### src/rtl/soc_clk_rst_seq_csr.sv
// SoC clock/reset control CSR bank: boot address, hart ID, clock enable, soft resets,
// temperature, PLL status, and a shared sequencer that retunes one PLL divider at a time.
module soc_clk_rst_seq_csr #(
    parameter int unsigned NUM_CORE          = 4,
    parameter int unsigned XLEN              = 64,
    parameter int unsigned FB_DIV_WIDTH      = 12,
    parameter logic [FB_DIV_WIDTH-1:0] FB_DIV_RST = 12'd40,
    parameter int unsigned TEMP_SENSOR_WIDTH = 10,
    parameter int unsigned GATE_CYCLES       = 4,
    parameter int unsigned SETTLE_CYCLES     = 8,
    parameter int unsigned LOCK_TIMEOUT      = 1024
) (
    input  logic                                  clk_i,
    input  logic                                  arst_ni,
    input  logic                                  mem_we_i,
    input  logic [11:0]                           mem_waddr_i,
    input  logic [63:0]                           mem_wdata_i,
    input  logic [7:0]                            mem_wstrb_i,
    output logic [1:0]                            mem_wresp_o,
    input  logic                                  mem_re_i,
    input  logic [11:0]                           mem_raddr_i,
    output logic [63:0]                           mem_rdata_o,
    output logic [1:0]                            mem_rresp_o,
    output logic [NUM_CORE*XLEN-1:0]              boot_addr_vec_o,
    output logic [NUM_CORE*XLEN-1:0]              hart_id_vec_o,
    output logic [NUM_CORE-1:0]                   core_clk_en_vec_o,
    output logic [NUM_CORE-1:0]                   core_arst_vec_o,
    output logic [NUM_CORE*FB_DIV_WIDTH-1:0]      core_pll_fb_div_vec_o,
    input  logic [NUM_CORE-1:0]                   core_pll_locked_i,
    input  logic [NUM_CORE*FB_DIV_WIDTH-1:0]      core_pll_fb_div_vec_i,
    input  logic [NUM_CORE*TEMP_SENSOR_WIDTH-1:0] core_temp_sensor_vec_i,
    output logic                                  ram_clk_en_o,
    output logic                                  ram_arst_o,
    output logic [FB_DIV_WIDTH-1:0]               ram_pll_fb_div_o,
    input  logic                                  ram_pll_locked_i,
    input  logic [FB_DIV_WIDTH-1:0]               ram_pll_fb_div_i,
    output logic                                  glob_arst_o,
    output logic                                  seq_busy_o
);

    localparam int unsigned NB    = NUM_CORE + 1;
    localparam int unsigned CH_W  = $clog2(NB);
    localparam int unsigned IDX_W = (NUM_CORE > 1) ? $clog2(NUM_CORE) : 1;
    localparam int unsigned CNT_W = $clog2(LOCK_TIMEOUT + GATE_CYCLES + 1);
    localparam logic [CH_W-1:0] RAM_CH = CH_W'(NUM_CORE);

    localparam logic [2:0] S_IDLE   = 3'd0;
    localparam logic [2:0] S_GATE   = 3'd1;
    localparam logic [2:0] S_PROG   = 3'd2;
    localparam logic [2:0] S_WAIT   = 3'd3;
    localparam logic [2:0] S_UNGATE = 3'd4;

    function automatic logic [63:0] f_mask(input logic [7:0] strb);
        logic [63:0] m;
        for (int b = 0; b < 8; b++) begin
            m[b*8 +: 8] = {8{strb[b]}};
        end
        return m;
    endfunction

    function automatic logic [63:0] f_merge(input logic [63:0] cur, input logic [63:0] wd,
                                            input logic [7:0] strb);
        return (cur & ~f_mask(strb)) | (wd & f_mask(strb));
    endfunction

    logic [XLEN-1:0]              r_boot_addr [NUM_CORE];
    logic [XLEN-1:0]              r_hart_id   [NUM_CORE];
    logic [FB_DIV_WIDTH-1:0]      r_fb_tgt    [NB];
    logic [FB_DIV_WIDTH-1:0]      r_fb_out    [NB];
    logic [FB_DIV_WIDTH-1:0]      w_fb_act    [NB];
    logic [TEMP_SENSOR_WIDTH-1:0] w_temp      [NUM_CORE];
    logic [NB-1:0]                r_clk_en_sw, r_arst, r_gate_mask, r_timeout;
    logic                         r_glob_arst, r_busy;
    logic [2:0]                   r_state, w_state_nxt;
    logic [CNT_W-1:0]             r_cnt, w_cnt_nxt;
    logic [CH_W-1:0]              r_chan, w_chan_nxt, w_tgt_chan;
    logic [NB-1:0]                w_lock_all, w_chan_oh, w_gate_set, w_gate_clr, w_tmo_set, w_tmo_clr;
    logic                         w_prog;
    logic [5:0]                   w_widx, w_ridx;
    logic                         w_widx_ok, w_ridx_ok;
    logic [IDX_W-1:0]             w_widx_c, w_ridx_c;
    logic w_sel_boot, w_sel_hart, w_sel_tgt, w_sel_clken, w_sel_arst, w_sel_glob, w_sel_tmo;
    logic w_wr_ok, w_we, w_rd_ok;
    logic [63:0] w_rdata;
    logic w_unused;

    assign w_unused   = ^{mem_re_i, mem_waddr_i[2:0], mem_raddr_i[2:0]};
    assign w_widx     = mem_waddr_i[8:3];
    assign w_ridx     = mem_raddr_i[8:3];
    assign w_widx_ok  = (w_widx < 6'(NUM_CORE));
    assign w_ridx_ok  = (w_ridx < 6'(NUM_CORE));
    assign w_widx_c   = IDX_W'(w_widx);
    assign w_ridx_c   = IDX_W'(w_ridx);
    assign w_lock_all = {ram_pll_locked_i, core_pll_locked_i};
    assign w_chan_oh  = NB'(1'b1) << r_chan;
    assign w_fb_act[NUM_CORE] = ram_pll_fb_div_i;

    for (genvar g = 0; g < NUM_CORE; g++) begin : g_core
        assign boot_addr_vec_o[g*XLEN +: XLEN]                = r_boot_addr[g];
        assign hart_id_vec_o[g*XLEN +: XLEN]                  = r_hart_id[g];
        assign core_pll_fb_div_vec_o[g*FB_DIV_WIDTH +: FB_DIV_WIDTH] = r_fb_out[g];
        assign w_fb_act[g] = core_pll_fb_div_vec_i[g*FB_DIV_WIDTH +: FB_DIV_WIDTH];
        assign w_temp[g]   = core_temp_sensor_vec_i[g*TEMP_SENSOR_WIDTH +: TEMP_SENSOR_WIDTH];
    end

    // Gated channels stay off regardless of the software enable.
    assign core_clk_en_vec_o = r_clk_en_sw[NUM_CORE-1:0] & ~r_gate_mask[NUM_CORE-1:0];
    assign ram_clk_en_o      = r_clk_en_sw[NUM_CORE] & ~r_gate_mask[NUM_CORE];
    assign core_arst_vec_o   = r_arst[NUM_CORE-1:0];
    assign ram_arst_o        = r_arst[NUM_CORE];
    assign ram_pll_fb_div_o  = r_fb_out[NUM_CORE];
    assign glob_arst_o       = r_glob_arst;
    assign seq_busy_o        = r_busy;

    // Write address decode into per-register selects.
    always_comb begin
        w_sel_boot  = 1'b0;
        w_sel_hart  = 1'b0;
        w_sel_tgt   = 1'b0;
        w_sel_clken = 1'b0;
        w_sel_arst  = 1'b0;
        w_sel_glob  = 1'b0;
        w_sel_tmo   = 1'b0;
        w_tgt_chan  = RAM_CH;
        case (mem_waddr_i[11:9])
            3'd0: w_sel_boot = w_widx_ok;
            3'd1: w_sel_hart = w_widx_ok;
            3'd2: begin
                w_sel_tgt  = w_widx_ok;
                w_tgt_chan = CH_W'(w_widx);
            end
            3'd4: w_sel_tgt = (w_widx == 6'd0);
            3'd7: begin
                case (w_widx)
                    6'd1:    w_sel_clken = 1'b1;
                    6'd2:    w_sel_arst  = 1'b1;
                    6'd3:    w_sel_glob  = 1'b1;
                    6'd5:    w_sel_tmo   = 1'b1;
                    default: w_sel_clken = 1'b0;
                endcase
            end
            default: w_sel_boot = 1'b0;
        endcase
    end

    assign w_wr_ok = w_sel_boot | w_sel_hart | (w_sel_tgt & ~r_busy) | w_sel_clken |
                     w_sel_arst | w_sel_glob | w_sel_tmo;
    assign w_we        = mem_we_i & w_wr_ok;
    assign mem_wresp_o = w_wr_ok ? 2'b00 : 2'b10;

    // RW1C timeout clear; the channel being sequenced is protected while busy.
    always_comb begin
        w_tmo_clr = {NB{1'b0}};
        if (w_we && w_sel_tmo) begin
            w_tmo_clr = NB'(mem_wdata_i & f_mask(mem_wstrb_i));
            if (r_busy) begin
                w_tmo_clr = w_tmo_clr & ~w_chan_oh;
            end else begin
                w_tmo_clr = w_tmo_clr;
            end
        end else begin
            w_tmo_clr = {NB{1'b0}};
        end
    end

    // Sequencer next-state and counter logic.
    always_comb begin
        w_state_nxt = r_state;
        w_cnt_nxt   = r_cnt;
        w_chan_nxt  = r_chan;
        w_gate_set  = {NB{1'b0}};
        w_gate_clr  = {NB{1'b0}};
        w_tmo_set   = {NB{1'b0}};
        w_prog      = 1'b0;
        case (r_state)
            S_IDLE: begin
                if (w_we && w_sel_tgt) begin
                    w_state_nxt = S_GATE;
                    w_cnt_nxt   = {CNT_W{1'b0}};
                    w_chan_nxt  = w_tgt_chan;
                    w_gate_set  = NB'(1'b1) << w_tgt_chan;
                end else begin
                    w_state_nxt = S_IDLE;
                end
            end
            S_GATE: begin
                if (r_cnt == CNT_W'(GATE_CYCLES - 1)) begin
                    w_state_nxt = S_PROG;
                    w_cnt_nxt   = {CNT_W{1'b0}};
                end else begin
                    w_cnt_nxt = r_cnt + CNT_W'(1);
                end
            end
            S_PROG: begin
                w_prog      = 1'b1;
                w_cnt_nxt   = {CNT_W{1'b0}};
                w_state_nxt = S_WAIT;
            end
            S_WAIT: begin
                // Lock wins over timeout on the final count.
                if (w_lock_all[r_chan] && (r_cnt >= CNT_W'(SETTLE_CYCLES))) begin
                    w_state_nxt = S_UNGATE;
                end else if (r_cnt == CNT_W'(LOCK_TIMEOUT - 1)) begin
                    w_tmo_set   = w_chan_oh;
                    w_cnt_nxt   = {CNT_W{1'b0}};
                    w_state_nxt = S_IDLE;
                end else begin
                    w_cnt_nxt = r_cnt + CNT_W'(1);
                end
            end
            S_UNGATE: begin
                w_gate_clr  = w_chan_oh;
                w_state_nxt = S_IDLE;
            end
            default: begin
                w_gate_clr  = w_chan_oh;
                w_state_nxt = S_IDLE;
            end
        endcase
    end

    // Sequencer state, gate mask and timeout flags.
    always_ff @(posedge clk_i or negedge arst_ni) begin
        if (!arst_ni) begin
            r_state     <= S_IDLE;
            r_cnt       <= {CNT_W{1'b0}};
            r_chan      <= {CH_W{1'b0}};
            r_busy      <= 1'b0;
            r_gate_mask <= {NB{1'b0}};
            r_timeout   <= {NB{1'b0}};
        end else begin
            r_state     <= w_state_nxt;
            r_cnt       <= w_cnt_nxt;
            r_chan      <= w_chan_nxt;
            r_busy      <= (w_state_nxt != S_IDLE);
            r_gate_mask <= (r_gate_mask | w_gate_set) & ~w_gate_clr & ~w_tmo_clr;
            r_timeout   <= (r_timeout | w_tmo_set) & ~w_tmo_clr;
        end
    end

    // Software-visible CSR storage and divider programming.
    always_ff @(posedge clk_i or negedge arst_ni) begin
        if (!arst_ni) begin
            for (int i = 0; i < NUM_CORE; i++) begin
                r_boot_addr[i] <= {XLEN{1'b0}};
                r_hart_id[i]   <= {XLEN{1'b0}};
            end
            for (int i = 0; i < NB; i++) begin
                r_fb_tgt[i] <= FB_DIV_RST;
                r_fb_out[i] <= FB_DIV_RST;
            end
            r_clk_en_sw <= {NB{1'b0}};
            r_arst      <= {NB{1'b0}};
            r_glob_arst <= 1'b0;
        end else begin
            if (w_we && w_sel_boot)
                r_boot_addr[w_widx_c] <= XLEN'(f_merge(64'(r_boot_addr[w_widx_c]), mem_wdata_i, mem_wstrb_i));
            if (w_we && w_sel_hart)
                r_hart_id[w_widx_c] <= XLEN'(f_merge(64'(r_hart_id[w_widx_c]), mem_wdata_i, mem_wstrb_i));
            if (w_we && w_sel_tgt)
                r_fb_tgt[w_tgt_chan] <= FB_DIV_WIDTH'(f_merge(64'(r_fb_tgt[w_tgt_chan]), mem_wdata_i, mem_wstrb_i));
            if (w_prog)
                r_fb_out[r_chan] <= r_fb_tgt[r_chan];
            if (w_we && w_sel_clken)
                r_clk_en_sw <= NB'(f_merge(64'(r_clk_en_sw), mem_wdata_i, mem_wstrb_i));
            if (w_we && w_sel_arst)
                r_arst <= NB'(f_merge(64'(r_arst), mem_wdata_i, mem_wstrb_i));
            if (w_we && w_sel_glob)
                r_glob_arst <= (mem_wdata_i[0] & mem_wstrb_i[0]) | (r_glob_arst & ~mem_wstrb_i[0]);
        end
    end

    // Combinational read decode.
    always_comb begin
        w_rdata = 64'd0;
        w_rd_ok = 1'b0;
        case (mem_raddr_i[11:9])
            3'd0: begin w_rd_ok = w_ridx_ok; w_rdata = w_ridx_ok ? 64'(r_boot_addr[w_ridx_c]) : 64'd0; end
            3'd1: begin w_rd_ok = w_ridx_ok; w_rdata = w_ridx_ok ? 64'(r_hart_id[w_ridx_c]) : 64'd0; end
            3'd2: begin w_rd_ok = w_ridx_ok; w_rdata = w_ridx_ok ? 64'(r_fb_tgt[CH_W'(w_ridx)]) : 64'd0; end
            3'd3: begin w_rd_ok = w_ridx_ok; w_rdata = w_ridx_ok ? 64'(w_fb_act[CH_W'(w_ridx)]) : 64'd0; end
            3'd6: begin w_rd_ok = w_ridx_ok; w_rdata = w_ridx_ok ? 64'(w_temp[w_ridx_c]) : 64'd0; end
            3'd4: begin
                if (w_ridx == 6'd0) begin
                    w_rd_ok = 1'b1;
                    w_rdata = 64'(r_fb_tgt[RAM_CH]);
                end else if (w_ridx == 6'd32) begin
                    w_rd_ok = 1'b1;
                    w_rdata = 64'(w_fb_act[RAM_CH]);
                end else begin
                    w_rd_ok = 1'b0;
                    w_rdata = 64'd0;
                end
            end
            3'd7: begin
                w_rd_ok = 1'b1;
                case (w_ridx)
                    6'd0:    w_rdata = 64'(w_lock_all);
                    6'd1:    w_rdata = 64'(r_clk_en_sw);
                    6'd2:    w_rdata = 64'(r_arst);
                    6'd3:    w_rdata = 64'(r_glob_arst);
                    6'd4:    w_rdata = {r_busy, 57'd0, 6'(r_chan)};
                    6'd5:    w_rdata = 64'(r_timeout);
                    default: begin w_rd_ok = 1'b0; w_rdata = 64'd0; end
                endcase
            end
            default: begin w_rd_ok = 1'b0; w_rdata = 64'd0; end
        endcase
    end

    assign mem_rdata_o = w_rdata;
    assign mem_rresp_o = w_rd_ok ? 2'b00 : 2'b10;

endmodule

### config.mk
export PLATFORM = sky130hd
export DESIGN_NAME = soc_clk_rst_seq_csr
export DESIGN_NICKNAME = d
export VERILOG_FILES = /design/src/rtl/soc_clk_rst_seq_csr.sv
export SDC_FILE = /design/constraint.sdc
export NUM_CORES = 2
export LEC_CHECK = 0
export ABC_AREA = 1
export CAP_MARGIN = 20
export CORE_AREA = 2 2 337 339
export DETAILED_ROUTE_END_ITERATION = 10
export DIE_AREA = 0 0 339 341
export GPL_ROUTABILITY_DRIVEN = 0
export SYNTH_ARGS = -nofsm -noshare
export SYNTH_HDL_FRONTEND = slang
export SYNTH_SLANG_ARGS = --single-unit
### constraint.sdc
create_clock -name clk_i -period 2.1 [get_ports clk_i]
set_input_delay 0.21 -clock clk_i [delete_from_list [all_inputs] [get_ports clk_i]]
set_output_delay 0.21 -clock clk_i [all_outputs]
set_load 0.01 [all_outputs]
==> impl_metrics.py <==
metrics = {
    "yosys": {
        "yosys_register_bits": 671,
        "synth_top_family_by_area": "simple AND/OR/NAND/NOR gates",
        "async_reset_ff_share_pct": 100,
        "synth_compound_area_share_pct": 21.3,
        "synth_edf_count": 0,
        "synthTopCellsByArea": "dfrtp_1, nand2_1, o21ai_1",
        "synth_top_flop_cell": "dfrtp_1",
        "synth_cells": 4539,
        "ys_warn_count": 0,
        "synth_mux_area_share_pct": 1.63,
        "yosys.area.top_type_share_pct": 46.3,
        "synth_area_um2": 35200,
        "yosysUniqueCellTypes": 42,
        "synthAdderAreaFrac_pct": 0.0711,
        "synth-xor-area-share_pct": 0.125,
        "synth_area_leader_cell": "dfrtp_1",
        "synth.avg_cell_area_um2": 7.75,
        "ys_seq_area_share_pct": 47.8,
        "synth-simple-area-share_pct": 22.8,
    },
    "floorplan": {
        "num_rows": 123,
        "die_x_um": 339,
        "io_pins": 857,
        "start_util_pct": 31.4,
        "core_area_um2": 112000,
        "die_h_um": 341,
        "die_area_um2": 116000,
    },
    "clocking": {
        "clk_pin_slew_worst_paths_ns": 0.06,
        "cts_buffers": 82,
        "cts_sinks": 671,
        "cts_root_buffer": "clkbuf_16",
        "tritoncts": "done",
        "cts_max_level": 3,
        "clk_latency_ns": 0.68,
        "clockBufferDepth": 3,
    },
    "placement": {
        "dpl.cell_count": 7133,
        "io_buffer_count": 847,
        "dp_slack_ns": -1.38,
        "hpwl_um": 140000,
    },
    "sta": {
        "tightestPinTransition_ns": 0.813,
        "finalSetupTns_ns": -2.86,
        "skew_ns": 0.0221,
        "slew_headroom_pct": 45.8,
        "drv_slew": 0,
        "hold_viol_final": 0,
        "setup_violations": 35,
        "rsz0062_at_grt": "true",
        "max_freq_ghz": 0.426,
        "setup_ws_ns": -0.245,
        "post-route-period-util_pct": 112,
        "min_period_ns": 2.34,
        "worst_hold_slack_ns": 0.0649,
    },
    "cells_and_area": {
        "final_common_cell": "nand2_1",
        "final_cell_mix": "nand2_1, clkdlybuf4s50_1, dfrtp_1, buf_4, o21ai_1",
        "fin_util_pct": 50.2,
        "syn2layout_area_growth_pct": 59.6,
        "final_nets": 6122,
        "instances_no_fill": 7483,
        "final.fill_count": 10400,
        "layout-drive-gt1-share_pct": 22.6,
    },
    "power": {
        "p_int_w": 0.0230,
        "combPwrFrac_pct": 12.0,
        "power_leakage_nw": 25.0,
        "p_switching_w": 0.00858,
        "power.density_nw_per_um2": 563,
        "peakVddDrop_mv": 0.514,
        "swShare_pct": 27.1,
        "pwr-share-seq_pct": 41.2,
        "p_clk_share_pct": 46.8,
    },
    "setup_path": {
        "end_kind": "output port",
        "setup.worst_path.class": "register to output port",
        "critPathMaxFanout": 2,
        "arrival_ns": 2.13,
        "cp-start-kind": "register",
        "crit_required_ns": 1.89,
    },
    "route": {
        "drc": 0,
        "detail_route.iter0.violations": 5393,
        "antenna_left": 0,
        "via_per_inst": 5.64,
        "firstDrtPassIters": 8,
        "vias": 42200,
        "routed_wl_um": 198000,
        "wl_per_cell_um": 26.5,
    },
    "global_route": {
        "track_usage_pct": 33.0,
        "grt_start_max_net_pins": 102,
        "grt_pass1_vias": 40200,
        "grt.overflow.total": 0,
        "antenna_found_initial": 5,
        "grt_pass1_wl_um": 283000,
    },
    "job": {
        "drv_cap": 0,
    },
    "hold_path": {
        "hold_path.class": "input port to async pin",
    },
    "run_status": {
        "failed_checks": "negative setup slack",
        "status": "finished with violations",
    },
}
## repair_timing
item                                   CTS  global route
hold buffers                             1             0
cloned                                  20             4
endpoints found under the hold margin  364             0
setup endpoints to repair               90           100
pin swaps                              142           131
buffers inserted                       149            33
gates resized for setup                590           170
## power by group through the flow
stage	logic [W]	registers, W	clock network (W)
after floorplan	0.00110	0.0133	0
after global placement	0.00324	0.0133	0
after detailed placement	0.00325	0.0133	0
after CTS	0.00364	0.0130	0.0149
after global routing	0.00398	0.0130	0.0154
final	0.00379	0.0130	0.0148
## logic make-up after synthesis
| family | after synthesis |
|---|---|
| AOI/OAI and AO/OA | 1274 |
| xor gates and xnor gates | 5 |
| and+or+nand+nor | 1981 |
| other | 1 |
| muxes | 51 |
| buffers and inverters | 554 |
| adders and majority gates | 2 |
| DFF | 671 |
## final timing paths
check / start / to / slack, ns / cells after the start
max: hart_id_vec_o[195] / mem_rdata_o[3] / -0.24 / 7
min: arst_ni / core_pll_fb_div_vec_o[1] / 0.06 / 2
max reg2reg: r_chan[1] / core_pll_fb_div_vec_o[44] / 0.07 / 9
min reg2reg: r_fb_tgt[27] / r_fb_tgt[27] / 0.48 / 2
max in group asynchronous: arst_ni / hart_id_vec_o[254] / 1.00 / 3
min in group clk_i: mem_wdata_i[2] / register / 0.19 / 3
## layer usage
layer / vias up / wire length (um) / global-route usage, %
met4: 2 / 12200 / 16.8
met2: 2992 / 89700 / 52.5
li1: 18300 / - / -
met1: 20300 / 75300 / 41.4
met5: - / 16 / 0
met3: 615 / 21200 / 8.44
## registers in the layout (all words and copies together) (netlist names), named ones only
signal and flops:
r_fb_tgt 60, r_state 3, r_chan 3, ram_pll_fb_div_o 12
core_pll_fb_div_vec_o 48, r_timeout 5, r_cnt 11, seq_busy_o 1
boot_addr_vec_o 256, hart_id_vec_o 256, r_gate_mask 5
## stage by stage
| stage | total power, W | cell area [um^2] |
|---|---|---|
| floorplan | 0.0144 | 35200 |
| global placement | 0.0165 | 50000 |
| detailed placement | 0.0165 | 50000 |
| CTS | 0.0316 | 55200 |
| global route | 0.0324 | 56100 |
| finish | 0.0316 | 56100 |
## layout make-up
type | count | area [um^2] | area share, %
diodes | 1 | 2.50 | 0.00446
well taps | 1500 | 1880 | 3.34
repair buffers | 1613 | 16400 | 29.3
inverters | 231 | 913 | 1.63
flip-flops and latches | 671 | 16900 | 30.0
clock buffers | 112 | 2330 | 4.16
repair inverters | 1 | 8.76 | 0.0156
multi-input cells | 3315 | 17200 | 30.7
clock inverters | 39 | 432 | 0.769
## synthesized netlist by cell type, types with 4 or more instances
library cell     n
nand2_1       1605
dfrtp_1        651
o21ai_1        485
a22oi_1        275
a21oi_1        226
inv_1          226
clkbuf_1       209
nand4_1        157
o21ai_0        154
buf_2          104
nor2_1          99
nand3_1         95
mux2_2          50
a32o_1          49
o22ai_1         38
dfstp_2         20
nor3_1          14
a31oi_1         12
o211ai_1        10
a22o_1           7
buf_1            7
o31ai_1          7
nand3b_1         4
nor4_1           4
xor2_1           4
## worst max-delay path, cell delays in order (launching register included)
cell and delay, ns:
dfrtp_1 0.39, a22oi_2 0.21, nand2_2 0.09, nand2_2 0.08, nand4_1 0.24, o21ai_2 0.25, nand2_1 0.09, buf_6 0.12
No activity file was read; power rests on OpenSTA's default activity.
